## config.mk

```make
export PLATFORM = sky130hd
export DESIGN_NAME = fifo_word_unpacker_flat
export DESIGN_NICKNAME = d
export VERILOG_FILES = /design/src/rtl/fifo_word_unpacker_if.sv /design/src/rtl/fifo_word_unpacker.sv /design/src/flat_wrapper.sv
export SDC_FILE = /design/constraint.sdc
export NUM_CORES = 1
export LEC_CHECK = 0
export CAP_MARGIN = 20
export CORE_ASPECT_RATIO = 1.75
export CORE_MARGIN = 2
export CORE_UTILIZATION = 45
export CTS_CLUSTER_SIZE = 8
export DETAILED_ROUTE_END_ITERATION = 16
export PLACE_DENSITY = 0.8
export SLEW_MARGIN = 10
export SYNTH_ARGS = -nofsm -noshare
export SYNTH_HDL_FRONTEND = slang
export SYNTH_SLANG_ARGS = --single-unit
```

## constraint.sdc

```tcl
create_clock -name clk -period 1.5 [get_ports clk]
set_input_delay 0.15 -clock clk [delete_from_list [all_inputs] [get_ports clk]]
set_output_delay 0.15 -clock clk [all_outputs]
set_load 0.03 [all_outputs]
```

## src/rtl/fifo_word_unpacker_if.sv

```systemverilog
// Bundle between fifo_word_unpacker, its upstream FIFO read port and the byte sink.
// Latency: none; this file only declares wires.
// Backpressure: m_ready from the sink stalls the byte stream; the FIFO side has no backpressure.
// Ports: fifo_empty/fifo_rd_en/fifo_r_data/fifo_parity_error form the FIFO read port.
//        m_data/m_valid/m_ready/m_last/m_err form the byte stream.
// master = unpacker view, slave = FIFO + sink view.
interface fifo_word_unpacker_if #(
  parameter int DATA_WIDTH = 8,
  parameter int READ_WIDTH = 32
);
  logic                  fifo_empty;
  logic                  fifo_rd_en;
  logic [READ_WIDTH-1:0] fifo_r_data;
  logic                  fifo_parity_error;
  logic [DATA_WIDTH-1:0] m_data;
  logic                  m_valid;
  logic                  m_ready;
  logic                  m_last;
  logic                  m_err;

  modport master (
    input  fifo_empty, fifo_r_data, fifo_parity_error, m_ready,
    output fifo_rd_en, m_data, m_valid, m_last, m_err
  );

  modport slave (
    output fifo_empty, fifo_r_data, fifo_parity_error, m_ready,
    input  fifo_rd_en, m_data, m_valid, m_last, m_err
  );
endinterface

```

## src/rtl/fifo_word_unpacker.sv

```systemverilog
// Drains 32-bit FIFO words and serialises them LSB byte first onto a valid/ready stream.
// Latency: fifo_rd_en in cycle N -> first byte valid in N+3; words stream back to back after that.
// Backpressure: m_ready=0 freezes the current byte; fetches stop once the prefetch slot is full.
// Ports: clk, rst_n (async, active low), enable (permits new fetches),
//        bus (FIFO read port + byte stream, master modport),
//        err_count (saturating count of parity-tagged words), idle (nothing fetched or held).
module fifo_word_unpacker #(
  parameter int DATA_WIDTH    = 8,
  parameter int READ_WIDTH    = 32,
  parameter int ERR_CNT_WIDTH = 8,
  parameter int DROP_BAD      = 1
) (
  input  logic                     clk,
  input  logic                     rst_n,
  input  logic                     enable,
  fifo_word_unpacker_if.master     bus,
  output logic [ERR_CNT_WIDTH-1:0] err_count,
  output logic                     idle
);

  typedef enum logic [1:0] {
    F_IDLE = 2'd0,
    F_REQ  = 2'd1,
    F_CAP  = 2'd2
  } fetch_state_e;

  fetch_state_e state_q, state_d;
  logic                     rd_en_q, rd_en_d;
  logic [READ_WIDTH-1:0]    pend_data_q, pend_data_d;
  logic                     pend_bad_q, pend_bad_d;
  logic                     pend_valid_q, pend_valid_d;
  logic [READ_WIDTH-1:0]    act_data_q, act_data_d;
  logic                     act_bad_q, act_bad_d;
  logic                     act_valid_q, act_valid_d;
  logic [1:0]               lane_q, lane_d;
  logic [ERR_CNT_WIDTH-1:0] err_cnt_q, err_cnt_d;

  logic xfer;
  logic wrap;
  logic load;

  always_comb begin
    state_d      = state_q;
    pend_data_d  = pend_data_q;
    pend_bad_d   = pend_bad_q;
    pend_valid_d = pend_valid_q;
    act_data_d   = act_data_q;
    act_bad_d    = act_bad_q;
    act_valid_d  = act_valid_q;
    lane_d       = lane_q;
    err_cnt_d    = err_cnt_q;

    xfer = act_valid_q & bus.m_ready;
    wrap = xfer & (lane_q == 2'd3);
    // The prefetched word slides into the active slot either when the slot is
    // empty or in the same edge that retires lane 3, so no bubble appears.
    load = pend_valid_q & (~act_valid_q | wrap);

    // Fetches only start with the prefetch slot empty, so at most one read is
    // ever outstanding and a capture can never collide with a full slot.
    unique case (state_q)
      F_IDLE:  if (enable && !bus.fifo_empty && !pend_valid_q) state_d = F_REQ;
      F_REQ:   state_d = F_CAP;
      F_CAP:   state_d = F_IDLE;
      default: state_d = F_IDLE;
    endcase

    if (xfer) lane_d = lane_q + 2'd1;  // lane 3 wraps to 0
    if (wrap) act_valid_d = 1'b0;

    if (load) begin
      act_data_d   = pend_data_q;
      act_bad_d    = pend_bad_q;
      act_valid_d  = 1'b1;
      pend_valid_d = 1'b0;
    end

    if (state_q == F_CAP) begin
      pend_data_d  = bus.fifo_r_data;
      pend_bad_d   = bus.fifo_parity_error;
      pend_valid_d = !((DROP_BAD != 0) && bus.fifo_parity_error);
      if (bus.fifo_parity_error && (err_cnt_q != '1)) begin
        err_cnt_d = err_cnt_q + ERR_CNT_WIDTH'(1);
      end
    end
  end

  // Read strobe comes straight from a flop so the FIFO sees a clean pulse.
  assign rd_en_d = (state_d == F_REQ);

  always_ff @(posedge clk or negedge rst_n) begin
    if (!rst_n) begin
      state_q      <= F_IDLE;
      rd_en_q      <= 1'b0;
      pend_data_q  <= '0;
      pend_bad_q   <= 1'b0;
      pend_valid_q <= 1'b0;
      act_data_q   <= '0;
      act_bad_q    <= 1'b0;
      act_valid_q  <= 1'b0;
      lane_q       <= 2'd0;
      err_cnt_q    <= '0;
    end else begin
      state_q      <= state_d;
      rd_en_q      <= rd_en_d;
      pend_data_q  <= pend_data_d;
      pend_bad_q   <= pend_bad_d;
      pend_valid_q <= pend_valid_d;
      act_data_q   <= act_data_d;
      act_bad_q    <= act_bad_d;
      act_valid_q  <= act_valid_d;
      lane_q       <= lane_d;
      err_cnt_q    <= err_cnt_d;
    end
  end

  assign bus.fifo_rd_en = rd_en_q;
  assign bus.m_data     = act_data_q[lane_q*DATA_WIDTH +: DATA_WIDTH];
  assign bus.m_valid    = act_valid_q;
  assign bus.m_last     = act_valid_q & (lane_q == 2'd3);
  assign bus.m_err      = act_valid_q & act_bad_q;
  assign err_count      = err_cnt_q;
  assign idle           = (state_q == F_IDLE) & ~pend_valid_q & ~act_valid_q;

endmodule

```

## src/flat_wrapper.sv

```systemverilog
// flat-port wrapper written by rule: the top's interface ports become plain ports
module fifo_word_unpacker_flat 
#(
  parameter int DATA_WIDTH    = 8,
  parameter int READ_WIDTH    = 32,
  parameter int ERR_CNT_WIDTH = 8,
  parameter int DROP_BAD      = 1
)
  (clk, rst_n, enable, err_count, idle, bus_fifo_empty, bus_fifo_r_data, bus_fifo_parity_error, bus_m_ready, bus_fifo_rd_en, bus_m_data, bus_m_valid, bus_m_last, bus_m_err);
  fifo_word_unpacker_if #(.DATA_WIDTH(DATA_WIDTH), .READ_WIDTH(READ_WIDTH)) bus_i ();
  input  logic clk;
  input  logic rst_n;
  input  logic enable;
  output logic [ERR_CNT_WIDTH-1:0] err_count;
  output logic idle;
  input wire logic [$bits(bus_i.fifo_empty)-1:0] bus_fifo_empty;
  input wire logic [$bits(bus_i.fifo_r_data)-1:0] bus_fifo_r_data;
  input wire logic [$bits(bus_i.fifo_parity_error)-1:0] bus_fifo_parity_error;
  input wire logic [$bits(bus_i.m_ready)-1:0] bus_m_ready;
  output wire logic [$bits(bus_i.fifo_rd_en)-1:0] bus_fifo_rd_en;
  output wire logic [$bits(bus_i.m_data)-1:0] bus_m_data;
  output wire logic [$bits(bus_i.m_valid)-1:0] bus_m_valid;
  output wire logic [$bits(bus_i.m_last)-1:0] bus_m_last;
  output wire logic [$bits(bus_i.m_err)-1:0] bus_m_err;
  assign bus_i.fifo_empty = bus_fifo_empty;
  assign bus_i.fifo_r_data = bus_fifo_r_data;
  assign bus_i.fifo_parity_error = bus_fifo_parity_error;
  assign bus_i.m_ready = bus_m_ready;
  assign bus_fifo_rd_en = bus_i.fifo_rd_en;
  assign bus_m_data = bus_i.m_data;
  assign bus_m_valid = bus_i.m_valid;
  assign bus_m_last = bus_i.m_last;
  assign bus_m_err = bus_i.m_err;
  fifo_word_unpacker #(.DATA_WIDTH(DATA_WIDTH), .READ_WIDTH(READ_WIDTH), .ERR_CNT_WIDTH(ERR_CNT_WIDTH), .DROP_BAD(DROP_BAD)) u_core (.clk(clk), .rst_n(rst_n), .enable(enable), .bus(bus_i), .err_count(err_count), .idle(idle));
endmodule
```

==> results of run 1 <==
-- how the worst max path moves through the flow --
stage / start / end / slack, ns
floorplan: u_core.state_q[1] / idle / -0.07
global placement: u_core.lane_q[0] / bus_m_data[7] / -0.28
detailed placement: u_core.lane_q[0] / bus_m_data[7] / -0.29
CTS: u_core.lane_q[0] / bus_m_data[3] / -0.23
global route: u_core.lane_q[0] / bus_m_data[2] / -0.28
finish: u_core.lane_q[0] / bus_m_data[7] / -0.23
-- through the flow --
step | total power (W) | utilization, %
6_report | 0.0103 | 63.6
5_1_grt | 0.0108 | 63.6
4_1_cts | 0.0103 | 64.1
3_5_place_dp | 0.00794 | 58.2
3_3_place_gp | 0.00777 | 58.2
2_1_floorplan | 0.00622 | -
-- power by group --
group          internal [W]  total (W)  switching (W)
Combinational       0.00261    0.00444        0.00183
Sequential          0.00314    0.00381       0.000669
Clock               0.00120    0.00202       0.000813
Total               0.00695     0.0103        0.00331
-- synth_stat cells, drive strengths merged, types with 2 or more instances --
master,n
xnor2,5
nand3,2
nand4,3
nor4,3
clkbuf,2
mux4,8
nand2,101
buf,13
o211ai,2
o21ai,2
nand2b,3
mux2,38
ha,2
and2,4
dfrtp,81
-- state kept, by name, indices dropped and copies added (netlist names) --
register	count
u_core.lane_q	2
u_core.act_bad_q	1
u_core.err_count	8
u_core.pend_bad_q	1
u_core.bus.m_valid	1
u_core.pend_valid_q	1
u_core.act_data_q	32
u_core.state_q	2
u_core.pend_data_q	32
u_core.bus.fifo_rd_en	1
-- final cells by class --
class	count	area, sq um	share of cell area, %
inverter	1	3.75	0.0775
multi-input combinational	183	1440	29.6
clock inverter	3	15.0	0.310
tap	88	110	2.27
sequential	81	2030	41.9
timing repair buffer	99	988	20.4
clock buffer	13	260	5.37
-- kinds of logic (layout without fill, tap and decap cells) --
logic type      Yosys count  in the layout
compound gates            6              6
xor+xnor                  5              5
fa+ha+maj                 2              2
buf+inv                  16            116
flops                    81             81
mux                      46             46
simple gates            124            124
-- repair_timing --
item | in CTS | in global routing
cloned | 2 | 0
setup endpoints to repair | 52 | 45
hold buffers | 1 | 0
setup buffers | 6 | 3
pin swaps | 0 | 1
hold endpoints to repair | 26 | 0
gates resized for setup | 84 | 11
-- cells in the final DEF, fill, tap and decap left out, types with 2 or more instances in the layout --
cell type	Yosys	final
clkinv_2	0	3
mux2_2	7	3
xnor2_1	5	5
clkdlybuf4s50_1	0	36
dfrtp_2	0	4
buf_4	0	32
buf_8	0	3
clkbuf_1	2	2
dfrtp_1	81	77
and2_1	2	2
nor4_1	3	2
nand4_1	3	3
nand2b_1	2	2
dlygate4sd2_1	0	10
nand3_1	2	2
clkbuf_8	0	2
nand2_1	101	101
buf_12	3	6
buf_6	1	10
ha_4	0	2
mux4_2	8	8
o211ai_1	2	2
clkbuf_16	0	9
mux2_4	30	34
-- layer usage --
layer / up-vias / routed length, um / track usage, %
met5: - / 0 / 0
met4: 0 / 208 / 10.1
met3: 16 / 300 / 4.24
met2: 62 / 4110 / 34.8
met1: 1163 / 3030 / 22.4
li1: 1119 / - / -
-- worst max-delay path, stage by stage (launching register included) --
cell	delay (ns)
dfrtp_1	0.42
buf_6	0.15
mux4_2	0.52
buf_6	0.16
==> metrics.yaml, run 1 <==
muxShareOfSynthArea_pct: 20.4
fmax_mhz: 578
antenna_left: 0
cts.sinks: 81
clock_latency_ns: 0.34
postRouteWirelength_um: 7650
final.period_utilization_pct: 115
synth_top_family_by_area: "multiplexers"
rsz0062_at_grt: "yes"
viasPerCell: 5.04
layout_min_cycle_time_ns: 1.73
wl_per_cell_um: 16.3
slew_viol_final: 0
areaGrowthSynthToFinish_pct: 37.0
gr-total-overflow: 0
hpwl_um: 5000
r2r_setup_slack_ns: -0.20
cts_buffers: 9
rr_endpoint: "u_core.act_data_q[11]"
synth.distinct_cells: 33
cap_violations: 0
antennaDiodeCount: 0
peakVddDrop_uv: 955
place_ws_ns: -0.293
min_path_type: "input pin to asynchronous set/reset pin"
initial_core_util_pct: 46.4
tightest_slew_ns: 0.397
finClkSkew_ns: 0.00539
tns_ns: -7.94
clockBufferDepth: 2
fin_cells: 468
synth-xor-area-share_pct: 1.24
path_max_fanout: 3
cts_max_level: 3
slew_headroom_pct: 73.5
synth-simple-area-share_pct: 15.1
grt_pass1_vias: 2713
dr.first_iter.drc_count: 144
cts_tree: "yes"
track_usage_pct: 19.8
grt_max_degree: 30
postPlaceCellArea_sq_um: 4440
place_inst: 445
cp-start-kind: "flip-flop"
die_w_um: 71.0
antenna_found_initial: 0
p_per_area_nw_per_um2: 2120
setup_viol_count_final: 41
outcome: "finished, violations left"
leakagePower_nw: 2.44
yosysTopAreaCell: "dfrtp_1"
netlist_area_sq_um: 3540
finalWorstSetupSlack_ns: -0.229
clock-root-buffer: "clkbuf_16"
ys_warn_count: 0
numPortBuffers: 58
synthAdderAreaFrac_pct: 0.708
final_nets: 415
vias: 2360
seq_area_frac_synth_pct: 57.3
required_ns: 1.35
reg2reg_from: "u_core.lane_q[0]"
ys_ff_latch: 81
syn_avg_cell_area_sq_um: 12.6
critPathArrivalTime_ns: 1.58
ios: 59
dieArea_sq_um: 8610
yosysTopAreaCellShare_pct: 57.3
place.gp.congestion: 0.741
async_flop_share_pct: 100
drive_gt1_share_pct: 32.9
syn_nets: 320
synth_compound_area_share_pct: 1.59
core_sq_um: 7620
rr_worst_depth: 6
violations: "setup timing"
firstDrtPassIters: 4
end_kind: "output pin"
synth-edff-count: 0
design_area_sq_um: 4850
die_h_um: 121
ys_top_cells_by_area: "dfrtp_1, mux2_4, nand2_1"
synthFlopType: "dfrtp_1"
std_cell_rows: 42
path_class: "flip-flop to output pin"
netlist_instances: 280
clkSlewWorstSetupHoldPaths_ns: 0.05
report.final.hold_viol_count: 0
grt_pass1_wl_um: 12800
fillers: 563
drc_errors: 0
holdWs_ns: 0.288
(Power assumes the default switching activity.)
==> inputs of run 2 (changes only) <==
--- a/config.mk
+++ b/config.mk
@@ -12,7 +12,6 @@
 export CTS_CLUSTER_SIZE = 8
 export DETAILED_ROUTE_END_ITERATION = 16
 export PLACE_DENSITY = 0.8
-export SLEW_MARGIN = 10
 export SYNTH_ARGS = -nofsm -noshare
 export SYNTH_HDL_FRONTEND = slang
 export SYNTH_SLANG_ARGS = --single-unit
==> results of run 2 <==
Final layout, timing and power as in run 1 (identical DEF).
==> inputs of run 3 (changes only) <==
--- a/config.mk
+++ b/config.mk
@@ -7,7 +7,7 @@
 export LEC_CHECK = 0
 export CAP_MARGIN = 20
 export CORE_ASPECT_RATIO = 1.75
-export CORE_MARGIN = 2
+export CORE_MARGIN = 8
 export CORE_UTILIZATION = 45
 export CTS_CLUSTER_SIZE = 8
 export DETAILED_ROUTE_END_ITERATION = 16
==> run 3 against run 2 <==
The flow still finishes with violations (setup timing). Sequential share of layout area decreased by 0.59 points. Maximum frequency down 5.7%. Clock power grew 11%. Largest cell class unchanged. Largest power group unchanged. Critical endpoint is now bus_m_data[0].
==> metrics.yaml, run 3 (synthesis gave the netlist of run 1 again) <==
slew_viol_final: 0
die_w_um: 83.0
gr-total-overflow: 0
critPathLaunch: "u_core.lane_q[0]"
peakVddDrop_uv: 1300
finClkSkew_ns: 0.00720
grt_max_degree: 39
wl_per_cell_um: 16.7
antennaDiodeCount: 0
violations: "setup timing"
core_sq_um: 7800
clock_latency_ns: 0.33
initial_core_util_pct: 45.3
clkSlewWorstSetupHoldPaths_ns: 0.06
p_int_w: 0.00715
end_kind: "output pin"
p_per_area_nw_per_um2: 2130
pwr-share-clk_pct: 21.5
cts_max_level: 3
fillers: 594
hpwl_um: 5550
place.gp.congestion: 0.740
finalWorstSetupSlack_ns: -0.335
power_w: 0.0105
outcome: "finished, violations left"
cts_buffers: 9
switchingPower_w: 0.00334
p_seq_share_pct: 36.5
antenna_left: 0
fmax_mhz: 545
drive_gt1_share_pct: 33.6
layout_min_cycle_time_ns: 1.83
slew_headroom_pct: 76.9
die_h_um: 133
final_common_cell: "nand2_1"
grt_pass1_vias: 2705
rr_worst_depth: 7
setup_viol_count_final: 43
ios: 59
firstDrtPassIters: 4
numPortBuffers: 58
std_cell_rows: 43
final_nets: 416
final_cell_mix: "nand2_1, dfrtp_1, clkdlybuf4s50_1"
critPathArrivalTime_ns: 1.68
reg2reg_from: "u_core.lane_q[0]"
clockBufferDepth: 2
antenna_found_initial: 0
rsz0062_at_grt: "yes"
p_comb_share_pct: 42.0
place_ws_ns: -0.280
grt_pass1_wl_um: 13200
viasPerCell: 4.97
dr.first_iter.drc_count: 102
cp-start-kind: "flip-flop"
dieArea_sq_um: 11100
required_ns: 1.35
cap_violations: 0
track_usage_pct: 14.9
min_path_type: "input pin to asynchronous set/reset pin"
postRouteWirelength_um: 7860
vias: 2341
drc_errors: 0
path_max_fanout: 6
cts_tree: "yes"
switching_share_pct: 31.8
path_class: "flip-flop to output pin"
report.final.hold_viol_count: 0
areaGrowthSynthToFinish_pct: 38.9
final.period_utilization_pct: 122
leakagePower_nw: 2.46
cts.sinks: 81
clock-root-buffer: "clkbuf_16"
tightest_slew_ns: 0.346
## run 3: power by group through the flow
stage          registers [W]  clock network (W)  logic [W]
2_1_floorplan        0.00369                  0    0.00253
3_3_place_gp         0.00372                  0    0.00395
3_5_place_dp         0.00381                  0    0.00408
4_1_cts              0.00380            0.00229    0.00435
5_1_grt              0.00393            0.00241    0.00471
6_report             0.00383            0.00225    0.00440
## run 3: cell type report
class                           count  area, sq um  share of cell area (%)
Sequential cell                    81         2030                    41.3
Timing Repair Buffer              100          995                    20.2
Inverter                            1         3.75                  0.0764
Multi-Input combinational cell    183         1450                    29.6
Tap cell                           90          113                    2.29
Clock inverter                      4         50.0                    1.02
Clock buffer                       12          267                    5.43
## run 3: repair_timing
action | in CTS | in global routing
cloned | 0 | 1
gates resized for setup | 60 | 6
endpoints found under the setup margin | 54 | 48
hold endpoints to repair | 24 | 0
pin swaps | 0 | 6
hold buffers | 1 | 0
setup buffers | 4 | 5
## run 3: worst max-delay path, cell delays in order, from the launching register on
cell	delay (ns)
dfrtp_1	0.42
buf_12	0.15
buf_6	0.10
mux4_2	0.52
buf_6	0.16
## run 3: path summary, 6_finish.rpt
path                                     endpoint  slack, ns
setup / recovery                    bus_m_data[0]      -0.33
hold / removal              u_core.bus.fifo_rd_en       0.27
setup reg to reg            u_core.act_data_q[26]      -0.32
hold reg to reg            u_core.pend_data_q[26]       0.47
max in group asynchronous      u_core.bus.m_valid       0.64
min in group clk            u_core.pend_data_q[4]       0.35
## run 3: stage by stage
step	TNS (ns)	utilization [%]	area [sq um]	cells	hold slack (ns)
global placement	-6.31	56.6	4420	445	0.0821
floorplan	-0.114	-	3560	280	-0.146
global route	-13.94	63.0	4910	471	0.297
finish	-12.23	63.0	4910	471	0.271
CTS	-10.41	62.0	4830	466	0.270
detailed placement	-7.19	56.6	4420	445	0.0808
## run 3: per-layer routing
metal / up-vias / GRT usage (%) / part of all wire [%]
met5: - / 0 / 0
met2: 52 / 26.1 / 54
li1: 1120 / - / -
met4: 0 / 6.48 / 1.2
met1: 1161 / 15.8 / 41
met3: 8 / 4.89 / 4.3
